<file path="config.mk">
export PLATFORM = sky130hd
export DESIGN_NAME = spi_frame_decoder_flat
export DESIGN_NICKNAME = d
export VERILOG_FILES = /design/src/rtl/spi_frame_decoder_pkg.sv /design/src/rtl/spi_frame_decoder_if.sv /design/src/rtl/spi_frame_decoder_reg_bank.sv /design/src/rtl/spi_frame_decoder.sv /design/src/flat_wrapper.sv
export SDC_FILE = /design/constraint.sdc
export NUM_CORES = 1
export LEC_CHECK = 0
export ABC_AREA = 1
export CORE_MARGIN = 2
export CORE_UTILIZATION = 55
export DETAILED_ROUTE_END_ITERATION = 8
export PLACE_DENSITY = 0.86
export SLEW_MARGIN = 10
export SYNTH_ARGS = -nofsm -noshare
export SYNTH_HDL_FRONTEND = slang
export SYNTH_HIERARCHICAL = 1
export SYNTH_SLANG_ARGS = --single-unit
</file>
<file path="constraint.sdc">
create_clock -name clk -period 4.9 [get_ports clk]
set_input_delay 0.98 -clock clk [delete_from_list [all_inputs] [get_ports clk]]
set_output_delay 0.98 -clock clk [all_outputs]
set_load 0.03 [all_outputs]
</file>
<file path="src/rtl/spi_frame_decoder_pkg.sv">
// Shared types and constants for the SPI frame decoder.
// Holds the frame FSM encoding, command/address layout and the status byte default.
package spi_frame_pkg;

  localparam int ADDR_W        = 7;
  localparam int CMD_WRITE_BIT = 7;

  localparam logic [7:0] STATUS_BYTE_DEFAULT = 8'hA5;

  typedef enum logic [1:0] {
    ST_IDLE,
    ST_CMD,
    ST_WRITE,
    ST_READ
  } frame_state_t;

  function automatic logic in_range(input logic [ADDR_W-1:0] addr, input int count);
    return (32'(addr) < count);
  endfunction

endpackage

</file>
<file path="src/rtl/spi_frame_decoder_if.sv">
// Byte-level link between SPI_Slave and the frame decoder.
// The master modport is the SPI_Slave side; the slave modport is the decoder.
interface spi_frame_decoder_if;

  logic       cs;
  logic [7:0] rx_byte;
  logic       rx_valid;
  logic [7:0] tx_byte;
  logic       tx_valid;

  modport master (output cs, rx_byte, rx_valid, input tx_byte, tx_valid);
  modport slave  (input cs, rx_byte, rx_valid, output tx_byte, tx_valid);

endinterface

</file>
<file path="src/rtl/spi_frame_decoder_reg_bank.sv">
// Bank of REG_COUNT 8-bit registers with one synchronous write port and one
// combinational read port; out-of-range reads return zero, out-of-range writes are dropped.
module spi_reg_bank
  import spi_frame_pkg::*;
#(
  parameter int         REG_COUNT   = 16,
  parameter logic [7:0] RESET_VALUE = 8'h00
) (
  input  logic                   clk,
  input  logic                   rst,
  input  logic                   we,
  input  logic [ADDR_W-1:0]      waddr,
  input  logic [7:0]             wdata,
  input  logic [ADDR_W-1:0]      raddr,
  output logic [7:0]             rdata,
  output logic [REG_COUNT*8-1:0] regs_flat
);

  logic [7:0] mem [REG_COUNT];

  // Address decode by comparison keeps indexing width-independent of REG_COUNT.
  always_ff @(posedge clk) begin
    for (int i = 0; i < REG_COUNT; i++) begin
      if (rst) begin
        mem[i] <= RESET_VALUE;
      end else if (we && waddr == ADDR_W'(i)) begin
        mem[i] <= wdata;
      end
    end
  end

  always_comb begin
    rdata = '0;
    for (int i = 0; i < REG_COUNT; i++) begin
      if (raddr == ADDR_W'(i)) begin
        rdata = mem[i];
      end
    end
  end

  always_comb begin
    regs_flat = '0;
    for (int i = 0; i < REG_COUNT; i++) begin
      regs_flat[8*i +: 8] = mem[i];
    end
  end

endmodule

</file>
<file path="src/rtl/spi_frame_decoder.sv">
// Parses chip-select framed command+burst traffic from SPI_Slave and
// reads/writes a small register bank, returning reply bytes for the next shift.
module spi_frame_decoder
  import spi_frame_pkg::*;
#(
  parameter int         REG_COUNT   = 16,
  parameter logic [7:0] STATUS_BYTE = STATUS_BYTE_DEFAULT,
  parameter logic [7:0] RESET_VALUE = 8'h00
) (
  input  logic                   clk,
  input  logic                   rst,
  spi_frame_decoder_if.slave     bus,
  output logic [REG_COUNT*8-1:0] regs_flat,
  output logic                   wr_strobe,
  output logic [ADDR_W-1:0]      wr_addr,
  output logic                   frame_active,
  output logic                   addr_err
);

  frame_state_t      state_q, state_d;
  logic              cs_meta, cs_sync, cs_prev;
  logic              cs_fall, cs_rise;
  logic [ADDR_W-1:0] addr_q, addr_d, raddr;
  logic [7:0]        rdata, tx_byte_q, tx_next;
  logic              tx_valid_q, tx_load, reg_we, err_set;

  // Sync flops reset low so a reset taken while cs is held low does not restart the frame.
  always_ff @(posedge clk) begin
    if (rst) begin
      cs_meta <= 1'b0;
      cs_sync <= 1'b0;
      cs_prev <= 1'b0;
    end else begin
      cs_meta <= bus.cs;
      cs_sync <= cs_meta;
      cs_prev <= cs_sync;
    end
  end

  assign cs_fall = cs_prev & ~cs_sync;
  assign cs_rise = ~cs_prev & cs_sync;

  always_ff @(posedge clk) begin
    if (rst) begin
      state_q <= ST_IDLE;
    end else begin
      state_q <= state_d;
    end
  end

  always_comb begin
    state_d = state_q;
    unique case (state_q)
      ST_IDLE:  if (cs_fall) state_d = ST_CMD;
      ST_CMD:   if (bus.rx_valid) state_d = bus.rx_byte[CMD_WRITE_BIT] ? ST_WRITE : ST_READ;
      ST_WRITE: state_d = ST_WRITE;
      ST_READ:  state_d = ST_READ;
    endcase
    if (cs_rise) begin
      state_d = ST_IDLE;
    end
  end

  // The command byte addresses the first reply; later replies read one past the current address.
  assign raddr = (state_q == ST_CMD) ? bus.rx_byte[ADDR_W-1:0] : addr_q + 1'b1;

  always_comb begin
    addr_d  = addr_q;
    tx_load = 1'b0;
    tx_next = tx_byte_q;
    reg_we  = 1'b0;
    err_set = 1'b0;
    unique case (state_q)
      ST_IDLE: begin
        if (cs_fall) begin
          tx_load = 1'b1;
          tx_next = STATUS_BYTE;
        end
      end
      ST_CMD: begin
        if (bus.rx_valid) begin
          addr_d = bus.rx_byte[ADDR_W-1:0];
          if (!bus.rx_byte[CMD_WRITE_BIT]) begin
            tx_load = 1'b1;
            tx_next = rdata;
            err_set = !in_range(raddr, REG_COUNT);
          end
        end
      end
      ST_WRITE: begin
        if (bus.rx_valid) begin
          addr_d  = addr_q + 1'b1;
          reg_we  = in_range(addr_q, REG_COUNT);
          err_set = !in_range(addr_q, REG_COUNT);
        end
      end
      ST_READ: begin
        if (bus.rx_valid) begin
          addr_d  = addr_q + 1'b1;
          tx_load = 1'b1;
          tx_next = rdata;
          err_set = !in_range(raddr, REG_COUNT);
        end
      end
    endcase
  end

  always_ff @(posedge clk) begin
    if (rst) begin
      addr_q     <= '0;
      tx_byte_q  <= '0;
      tx_valid_q <= 1'b0;
      wr_strobe  <= 1'b0;
      wr_addr    <= '0;
      addr_err   <= 1'b0;
    end else begin
      addr_q     <= addr_d;
      tx_valid_q <= tx_load;
      wr_strobe  <= reg_we;
      if (tx_load) tx_byte_q <= tx_next;
      if (reg_we)  wr_addr   <= addr_q;
      if (err_set) addr_err  <= 1'b1;
    end
  end

  assign bus.tx_byte   = tx_byte_q;
  assign bus.tx_valid  = tx_valid_q;
  assign frame_active  = (state_q != ST_IDLE);

  spi_reg_bank #(
    .REG_COUNT   (REG_COUNT),
    .RESET_VALUE (RESET_VALUE)
  ) u_reg_bank (
    .clk       (clk),
    .rst       (rst),
    .we        (reg_we),
    .waddr     (addr_q),
    .wdata     (bus.rx_byte),
    .raddr     (raddr),
    .rdata     (rdata),
    .regs_flat (regs_flat)
  );

endmodule

</file>
<file path="src/flat_wrapper.sv">
// flat-port wrapper written by rule: the top's interface ports become plain ports
module spi_frame_decoder_flat import spi_frame_pkg::*;
#(
  parameter int         REG_COUNT   = 16,
  parameter logic [7:0] STATUS_BYTE = STATUS_BYTE_DEFAULT,
  parameter logic [7:0] RESET_VALUE = 8'h00
)
  (clk, rst, regs_flat, wr_strobe, wr_addr, frame_active, addr_err, bus_cs, bus_rx_byte, bus_rx_valid, bus_tx_byte, bus_tx_valid);
  spi_frame_decoder_if bus_i ();
  input  logic clk;
  input  logic rst;
  output logic [REG_COUNT*8-1:0] regs_flat;
  output logic wr_strobe;
  output logic [ADDR_W-1:0] wr_addr;
  output logic frame_active;
  output logic addr_err;
  input wire logic [$bits(bus_i.cs)-1:0] bus_cs;
  input wire logic [$bits(bus_i.rx_byte)-1:0] bus_rx_byte;
  input wire logic [$bits(bus_i.rx_valid)-1:0] bus_rx_valid;
  output wire logic [$bits(bus_i.tx_byte)-1:0] bus_tx_byte;
  output wire logic [$bits(bus_i.tx_valid)-1:0] bus_tx_valid;
  assign bus_i.cs = bus_cs;
  assign bus_i.rx_byte = bus_rx_byte;
  assign bus_i.rx_valid = bus_rx_valid;
  assign bus_tx_byte = bus_i.tx_byte;
  assign bus_tx_valid = bus_i.tx_valid;
  spi_frame_decoder #(.REG_COUNT(REG_COUNT), .STATUS_BYTE(STATUS_BYTE), .RESET_VALUE(RESET_VALUE)) u_core (.clk(clk), .rst(rst), .bus(bus_i), .regs_flat(regs_flat), .wr_strobe(wr_strobe), .wr_addr(wr_addr), .frame_active(frame_active), .addr_err(addr_err));
endmodule
</file>
==> results by group <==
Status
  • Status: completed

Synth
  • Warnings, synthesis: 6
  • Netlist cell types: 38
  • Syn Std Cell Area: 7380 um^2
  • Post-Synthesis Cells: 827
  • Syn Nets: 840
  • Post-synth top area cell: edfxtp_1
  • Synth top area share: 0.521
  • Synth area leaders: edfxtp_1, nand2_1, nor2_1
  • FF+latch count, synth: 158
  • Sequential-to-total area share from yosys stat: 0.602
  • Mean Syn Cell Area: 8.92 um^2

Final layout
  • Layout Cells excl Fill: 1174
  • Layout area overhead: 30.8%
  • Layout filler cell count: 927
  • Multi-input gate area: 2510 um^2
  • Layout cells sized above 1: 0.0631
  • Sequential cell area: 4440 um^2
  • NumNets Final: 998
  • ANT cells: 0

Pwr
  • Switching Share: 0.248
  • Combinational power share: 0.118
  • P_int: 2.35 mW
  • Power Density: 323 nW/um^2
  • LEAKAGE: 3.85 nW
  • Total power draw: 3.12 mW
  • Sequential power share: 0.489
  • Clock share of power: 0.394
  • Worst vdd ir: 227 uV
  • NetSw: 0.772 mW

Clock network
  • CTS Sinks: 158
  • Depth of the CTS H-tree: 4
  • Clk_lat worst skew: 0.42 ns
  • Bufs on Longest Clock Path: 2
  • Hold Buf Count CTS: 0
  • Total CTS buffers: 17
  • CTS tree: yes
  • Root Driver: clkbuf_16
  • Post-CTS setup buffer count: 0
  • Post_cts resized: 0
  • CTS clk-pin slew, worst paths: 0.06 ns

STA
  • Highest clock rate: 0.282 GHz
  • RSZ-0062 raised after global routing: false
  • Final hold violations: 0
  • Setup Skew: 0.00981 ns
  • Post-route clock period utilization: 0.723
  • Max_slew headroom: 0.399
  • Worst Setup Slack, final: 1.36 ns
  • Hold Slack: 0.406 ns
  • Final min period: 3.54 ns
  • Final setup vio count: 0
  • Setup TNS: 0 ns
  • Worst Max-Slew Pin Slew: 0.901 ns
  • Slew Viols, Final: 0

Global route
  • Largest net degree at the start of global routing: 33
  • GRT overflow: 0
  • First-pass GRT wire length: 32.4 mm
  • Total GRT Usage: 0.303
  • Vias in the first global route: 6063
  • Initial antenna violation count: 0

Floorplan
  • Die width: 120 um
  • FP Rows: 42
  • Core ar.: 13200 um^2
  • Starting Density: 0.559
  • Die area: 14400 um^2
  • I/O pins: 159
  • Die height: 120 um

Detailed routing
  • Vias: 6616
  • First drt pass iteration count: 6
  • First DRT Iteration DRCs: 1043
  • DR WL/cell: 18.1 um
  • Final wirelength: 21.3 mm
  • Remaining antenna violation count: 0
  • Drt drc: 0
  • Vias per cell: 5.64

Critical path
  • Slowest stage delay, CP: 0.47 ns
  • Crit path DAT: 3.84 ns
  • Crit Path Category: input pin to flop
  • Crit. End Element: flop
  • CP Launch Type: input pin
  • CP max-delay cell: clkdlybuf4s50_1
  • CP most frequent cell: nand2_1
  • CP cell instances: clkdlybuf4s50_1 -> or2_0 -> nand2_1 -> inv_1 -> inv_1 -> nand2_1 -> nor2_4 -> buf_4 -> nand3_1 -> or2_2 -> nand2_1 -> nand4_1 -> nor2_1 -> nand4_1 -> o21ai_0 -> a21oi_1
  • Worst EP required: 5.20 ns
  • FF-to-FF setup slack: 1.36 ns
  • Max FO, Critical Path: 27

Place
  • Post-DP HPWL: 15.5 mm
  • Post-Place Cells: 1142
  • Pre-CTS setup slack: 1.03 ns
  • PortBufs: 158
  • Routability cong.: 0.995

Flow run
  • Max_cap viols: 0

Worst hold path
  • Hold Crit Class: flop to flop
-- state kept, by name, indices dropped and copies added (netlist names) --
register               flops
u_core/u_reg_bank/mem    128
u_core/wr_addr             7
u_core/wr_strobe           1
u_core/cs_sync             1
u_core/addr_err            1
u_core/cs_meta             1
u_core/bus.tx_byte         8
u_core/addr_q              7
u_core/state_q             2
u_core/bus.tx_valid        1
u_core/cs_prev             1
-- cells in the final DEF (no fill, tap or decap), drive strengths merged, types with 3 or more instances in the layout --
cell type,count
dfxtp,30
clkinv,6
clkdlybuf4s50,158
nand2,202
nand3,62
nand4,22
edfxtp,128
a221oi,3
nor2,200
a21oi,21
o21ai,19
clkbuf,26
o211ai,3
nor3,5
or2,13
inv,83
-- critical path: cells and delay by family --
kind,cells,cell delay [ns]
AO/OA/AOI/OAI,2,0.27
AND/OR/NAND/NOR,10,1.73
buffers and inverters,4,0.83
-- synthesized netlist by cell type (all sizes together) --
master / number
or3: 1
and2: 1
nor3b: 1
o21bai: 2
xor2: 2
nor2: 200
a211oi: 1
o211ai: 3
and3: 2
nand3: 62
or2: 13
a31oi: 2
o21ai: 19
a21oi: 21
inv: 83
nand4: 22
buf: 6
clkbuf: 15
a221oi: 3
edfxtp: 128
nor4: 2
nand2: 202
ha: 1
dfxtp: 30
nor3: 5
-- metal layers --
| layer | vias to the layer above | wire length [um] | global-route usage |
|---|---|---|---|
| li1 | 3032 | - | - |
| met1 | 2995 | 7880 | 0.406 |
| met2 | 520 | 10300 | 0.488 |
| met3 | 69 | 2480 | 0.0585 |
| met4 | 0 | 675 | 0.129 |
| met5 | - | 0 | 0 |
-- power groups by stage --
stage          sequential (mW)  combinational, mW  clock, mW
2_1_floorplan             1.62              0.136          0
3_3_place_gp              1.55              0.355          0
3_5_place_dp              1.55              0.360          0
4_1_cts                   1.52              0.362       1.24
5_1_grt                   1.53              0.390       1.29
6_report                  1.52              0.367       1.23
-- logic make-up (layout without fill, tap and decap cells) --
group,Yosys count,after routing,share of synthesized area
flip-flops,158,158,0.602
buffers and inverters,104,275,0.0566
XOR/XNOR,2,2,0.00237
AO/OA/AOI/OAI,51,51,0.0405
adder cells (fa/ha/maj),1,1,0.00170
AND/OR/NAND/NOR,511,511,0.296
-- final timing paths --
check	to	startpoint	cells past startpoint
setup reg to reg	u_core/bus.tx_byte[5]	u_core/addr_q[2]	17
setup / recovery	u_core/bus.tx_byte[5]	bus_rx_byte[5]	16
hold / removal	u_core/cs_sync	u_core/cs_meta	2
hold reg to reg	u_core/cs_sync	u_core/cs_meta	2
-- final cells by class --
cell class / instances / area share
Timing Repair Buffer: 160 / 0.165
Tap cell: 176 / 0.0228
Inverter: 83 / 0.0323
Clock buffer: 26 / 0.0551
Multi-Input combinational cell: 565 / 0.261
Sequential cell: 158 / 0.461
Clock inverter: 6 / 0.00311
-- metrics by stage --
| stage | cell area, um^2 | utilization |
|---|---|---|
| 3_5_place_dp | 9090 | 0.689 |
| 2_1_floorplan | 7380 | - |
| 6_report | 9650 | 0.732 |
| 4_1_cts | 9650 | 0.732 |
| 3_3_place_gp | 9090 | 0.689 |
| 5_1_grt | 9650 | 0.732 |
Power figures use the tool's default switching activity.
